$ cat src/rtl/sysid_pkg.sv
// System ID block: register offsets, CAPS layout
// and a byte-lane merge helper shared by the RTL.
package sysid_pkg;

  localparam logic [3:0] ADDR_ID      = 4'd0;
  localparam logic [3:0] ADDR_TS      = 4'd1;
  localparam logic [3:0] ADDR_UP_LO   = 4'd2;
  localparam logic [3:0] ADDR_UP_HI   = 4'd3;
  localparam logic [3:0] ADDR_SCRATCH = 4'd4;
  localparam logic [3:0] ADDR_CAPS    = 4'd5;

  localparam logic [15:0] CAPS_VERSION = 16'h0002;
  localparam int CAPS_VER_LSB = 16;
  localparam int CAPS_ERR_BIT = 12;
  localparam int CAPS_LAT_LSB = 8;
  localparam int CAPS_NUM_LSB = 0;

  function automatic logic [31:0] byte_merge(
    input logic [31:0] old_val,
    input logic [31:0] new_val,
    input logic [3:0]  be
  );
    logic [31:0] r;
    r = old_val;
    for (int i = 0; i < 4; i++)
      if (be[i]) r[8*i +: 8] = new_val[8*i +: 8];
    return r;
  endfunction

endpackage

$ cat src/rtl/sysid_rd_pipe.sv
// Valid+data delay line stretching the read path
// to the configured latency; flush drops all in flight.
module sysid_rd_pipe #(
  parameter int DEPTH = 1
) (
  input  logic        clock,
  input  logic        flush,
  input  logic        in_valid,
  input  logic [31:0] in_data,
  output logic        out_valid,
  output logic [31:0] out_data
);

  if (DEPTH == 0) begin : g_bypass
    logic unused_ok;
    assign unused_ok = &{1'b0, clock, flush};
    assign out_valid = in_valid;
    assign out_data  = in_data;
  end else begin : g_pipe
    logic [DEPTH-1:0] v;
    logic [31:0]      d [DEPTH];

    always_ff @(posedge clock) begin
      if (flush) begin
        v <= '0;
        for (int i = 0; i < DEPTH; i++)
          d[i] <= '0;
      end else begin
        v[0] <= in_valid;
        d[0] <= in_data;
        for (int i = 1; i < DEPTH; i++) begin
          v[i] <= v[i-1];
          d[i] <= d[i-1];
        end
      end
    end

    assign out_valid = v[DEPTH-1];
    assign out_data  = d[DEPTH-1];
  end

endmodule

$ cat src/rtl/sysid_ext.sv
// Avalon-MM system ID / uptime / scratch register block
// with configurable read latency and user constant words.
module sysid_ext
  import sysid_pkg::*;
#(
  parameter logic [31:0]  SYS_ID         = 32'h0000_0000,
  parameter logic [31:0]  TIMESTAMP      = 32'd0,
  parameter int           NUM_USER_WORDS = 4,
  parameter logic [255:0] USER_DATA      = '0,
  parameter int           READ_LATENCY   = 1
) (
  input  logic        clock,
  input  logic        reset_n,
  input  logic [3:0]  address,
  input  logic        read,
  input  logic        write,
  input  logic [31:0] writedata,
  input  logic [3:0]  byteenable,
  output logic [31:0] readdata,
  output logic        readdatavalid
);

  logic [63:0] uptime;
  logic [31:0] up_hi_shadow;
  logic [31:0] scratch;
  logic        err_sticky;

  logic        rd_go;
  logic        user_hit;
  logic [2:0]  user_idx;
  logic [31:0] caps;
  logic [31:0] rd_word;
  logic        v0;
  logic [31:0] d0;
  logic        flush;

  // A simultaneous write wins; the read is dropped.
  assign rd_go    = read & ~write;
  assign user_idx = address[2:0];
  assign user_hit = address[3] &&
                    (int'(user_idx) < NUM_USER_WORDS);
  assign flush    = ~reset_n;

  always_comb begin
    caps = '0;
    caps[CAPS_VER_LSB +: 16] = CAPS_VERSION;
    caps[CAPS_ERR_BIT]       = err_sticky;
    caps[CAPS_LAT_LSB +: 4]  = 4'(READ_LATENCY);
    caps[CAPS_NUM_LSB +: 8]  = 8'(NUM_USER_WORDS);
  end

  always_comb begin
    rd_word = '0;
    unique case (1'b1)
      (address == ADDR_ID):      rd_word = SYS_ID;
      (address == ADDR_TS):      rd_word = TIMESTAMP;
      (address == ADDR_UP_LO):   rd_word = uptime[31:0];
      (address == ADDR_UP_HI):   rd_word = up_hi_shadow;
      (address == ADDR_SCRATCH): rd_word = scratch;
      (address == ADDR_CAPS):    rd_word = caps;
      user_hit:                  rd_word = USER_DATA[{user_idx, 5'b0} +: 32];
      default:                   rd_word = '0;
    endcase
  end

  always_ff @(posedge clock) begin
    if (!reset_n) begin
      uptime       <= '0;
      up_hi_shadow <= '0;
      scratch      <= '0;
      err_sticky   <= 1'b0;
      v0           <= 1'b0;
      d0           <= '0;
    end else begin
      uptime <= uptime + 64'd1;
      if (write) begin
        if (address == ADDR_SCRATCH) begin
          scratch <= byte_merge(scratch, writedata, byteenable);
          if (byteenable[3] && writedata[31])
            err_sticky <= 1'b0;
        end else begin
          err_sticky <= 1'b1;
        end
      end
      if (rd_go && address == ADDR_UP_LO)
        up_hi_shadow <= uptime[63:32];
      v0 <= rd_go;
      d0 <= rd_go ? rd_word : '0;
    end
  end

  sysid_rd_pipe #(
    .DEPTH (READ_LATENCY - 1)
  ) u_rd_pipe (
    .clock     (clock),
    .flush     (flush),
    .in_valid  (v0),
    .in_data   (d0),
    .out_valid (readdatavalid),
    .out_data  (readdata)
  );

endmodule

$ cat config.mk
export PLATFORM = sky130hd
export DESIGN_NAME = sysid_ext
export DESIGN_NICKNAME = d
export VERILOG_FILES = /design/src/rtl/sysid_pkg.sv /design/src/rtl/sysid_rd_pipe.sv /design/src/rtl/sysid_ext.sv
export SDC_FILE = /design/constraint.sdc
export NUM_CORES = 1
export LEC_CHECK = 0
export CAP_MARGIN = 20
export CELL_PAD_IN_SITES_DETAIL_PLACEMENT = 1
export CELL_PAD_IN_SITES_GLOBAL_PLACEMENT = 1
export CORE_MARGIN = 4
export CORE_UTILIZATION = 46
export CTS_CLUSTER_DIAMETER = 150
export DETAILED_ROUTE_END_ITERATION = 12
export DONT_BUFFER_PORTS = 1
export PLACE_DENSITY_LB_ADDON = 0.2
export SETUP_SLACK_MARGIN = 0.05
export SLEW_MARGIN = 20
export SYNTH_ARGS = -nofsm -noshare
export SYNTH_HDL_FRONTEND = slang
export SYNTH_HIERARCHICAL = 1
export SYNTH_SLANG_ARGS = --single-unit
$ cat constraint.sdc
create_clock -name clock -period 6.8 [get_ports clock]
set_clock_uncertainty 0.15 [all_clocks]
set_input_delay 2.04 -clock clock [delete_from_list [all_inputs] [get_ports clock]]
set_output_delay 2.04 -clock clock [all_outputs]
set_load 0.1 [all_outputs]
==> results.md <==
- Status: finished clean
- Post-route DRC: 0
- Core area: 14,480 um2
- Share of the synthesized area in the top cell type: 47.81%
- LEAKAGE: 2.602 nW
- Routed wire length: 17,970 um
- Dpl hpwl: 12,980 um
- Vias in the first global route: 5,485
- Slew Viols, Final: 0
- First-pass GRT wire length: 29,060 um
- #FFs+latches synth: 162
- Post-CTS Repair Setup Buffers: 0
- CTS tree: yes
- Total track usage: 22.21%
- Num CTS Buffers: 17
- Crit path kind: in2reg
- Starting Density: 46.85%
- Total grt overflow: 0
- Drt wl/cell: 19.47 um
- Most frequent cells in the layout: dfxtp_1, nor2_1, nand2_1
- WP data arrival: 4.01 ns
- Cell Rows: 44
- Unrepaired setup endpoints after global routing: no
- Worst-Margin Slew: 0.9609 ns
- Worst EP required: 7.03 ns
- Hold EP: up_hi_shadow[31]$_SDFFE_PN0P_
- R2R setup slack: 3.92 ns
- Placer Congestion: 0.8484
- P&R area growth vs syn: 7.563%
- Yosys Warn Count: 6
- CP peak stage delay: 0.63 ns
- Register Area: 3243 um2
- Crit path cell chain: clkinv_2, buf_4, or4_1, nand2_1
- Slew HR: 35.85%
- Mean post-synth cell area: 8.763 um2
- F_max: 0.2649 GHz
- Setup violators final: 0
- Via density: 5.907
- Drt initial violations: 466
- Max Cap Viol: 0
- Fin crit period: 3.776 ns
- Syn nets: 819
- Die footprint: 16,750 um2
- Clk sinks: 162
- Pin count of the biggest net entering global routing: 67
- Fin nets: 771
- Clock buffer depth: 2
- Worst r2r src: uptime[12]$_SDFF_PN0_
- Leading area contributor after synthesis: dfxtp_1
- Total number of vias: 5,452
- Drt pass-1 iters: 7
- H-Tree Depth: 4
- Worst hold path type: reg2reg
- # fillers: 1,687
- Root Driver: clkbuf_16
- Top Ports: 77
- Final worst path period share: 55.53%
- Gate Count Post-Synth: 774
- Crit path capture type: flop
- Worst-path clk slew: 0.06 ns
- Share of layout cells above drive strength 1: 7.307%
- Worst hold slack: 0.3154 ns
- Post-DRT Antenna Nets: 0
- Multi-input gate area: 3123 um2
- Hold path cells: 2
- PostCTS Resize Cnt: 0
- Setup TNS: 0 ns
- Reg2Reg Capture Point: uptime[51]$_SDFF_PN0_
- Maximum vdd drop: 0.1754 mV
- Final Hold Vio Count: 0
- IO buf count: 0
- Die width: 129.4 um
- Antenna cells: 0
- Clk Latency, worst-skew pair: 0.44 ns
- Pwr dens: 270.6 nW/um2
- Most common cell after layout, fill and taps aside: dfxtp_1
- Worst-path maximum fanout: 66
- Yosys cell types: 44
- R2R cell count: 5
- Chip height: 129.4 um
- Slowest-stage cell, CP: clkinv_2
- Antenna violations before repair: 0
- Synth area leaders: dfxtp_1, nor2_1, nand2_1
- Cell area after synthesis: 6783 um2
- Hold Startpoint: up_hi_shadow[31]$_SDFFE_PN0P_
- CP Launch Type: input port
- Sequential element share of the synthesized area: 47.81%
- CTS Hold Bufs: 0
state kept, by name, summed over array words and instances, names as in the netlist:
register and count:
v0 1, uptime 64, up_hi_shadow 32, err_sticky 1
d0 32, scratch 32
power by group:
group | switching (mW) | internal (mW)
registers | 0.00613 | 0.952
logic | 0.0248 | 0.00874
clock network | 0.403 | 0.579
worst max path at each step:
| stage | end | startpoint | cells after the start |
|---|---|---|---|
| final | uptime[39]$_SDFF_PN0_ | reset_n | 4 |
| after global routing | up_hi_shadow[24]$_SDFFE_PN0P_ | address[0] | 7 |
| after CTS | up_hi_shadow[24]$_SDFFE_PN0P_ | address[0] | 6 |
| after detailed placement | up_hi_shadow[23]$_SDFFE_PN0P_ | address[0] | 6 |
| after global placement | up_hi_shadow[11]$_SDFFE_PN0P_ | address[0] | 6 |
| after floorplan | scratch[0]$_SDFFE_PN0P_ | address[3] | 6 |
cell type report:
class | instances | area share [%]
Sequential cell | 162 | 44.45
Timing Repair Buffer | 7 | 0.8232
Tap cell | 184 | 3.156
Inverter | 8 | 0.4287
Clock buffer | 17 | 5.831
Multi-Input combinational cell | 530 | 42.81
Clock inverter | 15 | 2.504
logic make-up (layout without fill, tap and decap cells):
logic type,count (synthesis),in the layout,synth area share (%)
xor+xnor,37,37,4.778
simple gates,340,340,24.42
fa+ha+maj,1,1,0.1844
compound gates,119,119,11.51
flops,162,162,47.81
mux,33,33,4.888
buf+inv,82,47,6.401
metal layers:
metal | track usage, % | vias to the layer above | routed length (um) | part of all wire (%)
li1 | - | 2616 | - | -
met3 | 4.988 | 16 | 883 | 4.9
met2 | 35.64 | 137 | 8489 | 47
met5 | 0 | - | 0 | 0
met4 | 6.418 | 0 | 206 | 1.1
met1 | 30.21 | 2683 | 8388 | 47
critical path, delay by kind of cell:
family        cells  cell delay (ns)
buf+inv           2             1.25
simple gates      2             0.66
cells in the mapped netlist (all sizes together):
master,instances
dfxtp,162
nor2,115
nand2,96
a21oi,58
clkbuf,38
buf,36
mux2i,32
a222oi,29
nand4,29
nand3,27
xor2,26
o21ai,17
or3,12
and3,11
xnor2,11
and4,9
nor3,9
inv,8
nor4,8
or4,8
o31ai,7
and2,4
nand2b,4
o211ai,3
nand3b,2
nor2b,2
nor3b,2
o21a,2
and3b,1
ha,1
mux2,1
o21bai,1
o311ai,1
o41ai,1
or3b,1
stage by stage:
step	std cells	instance area (um2)	utilization (%)	setup slack [ns]	total power, mW
2_1_floorplan	774	6783	-	3.001	1.006
3_3_place_gp	890	6671	46.08	2.335	1.012
3_5_place_dp	890	6671	46.08	2.222	1.013
4_1_cts	922	7279	50.28	2.635	1.992
5_1_grt	923	7296	50.39	2.858	2.042
6_report	923	7296	50.39	3.024	1.975
(Power assumes the default switching activity.)
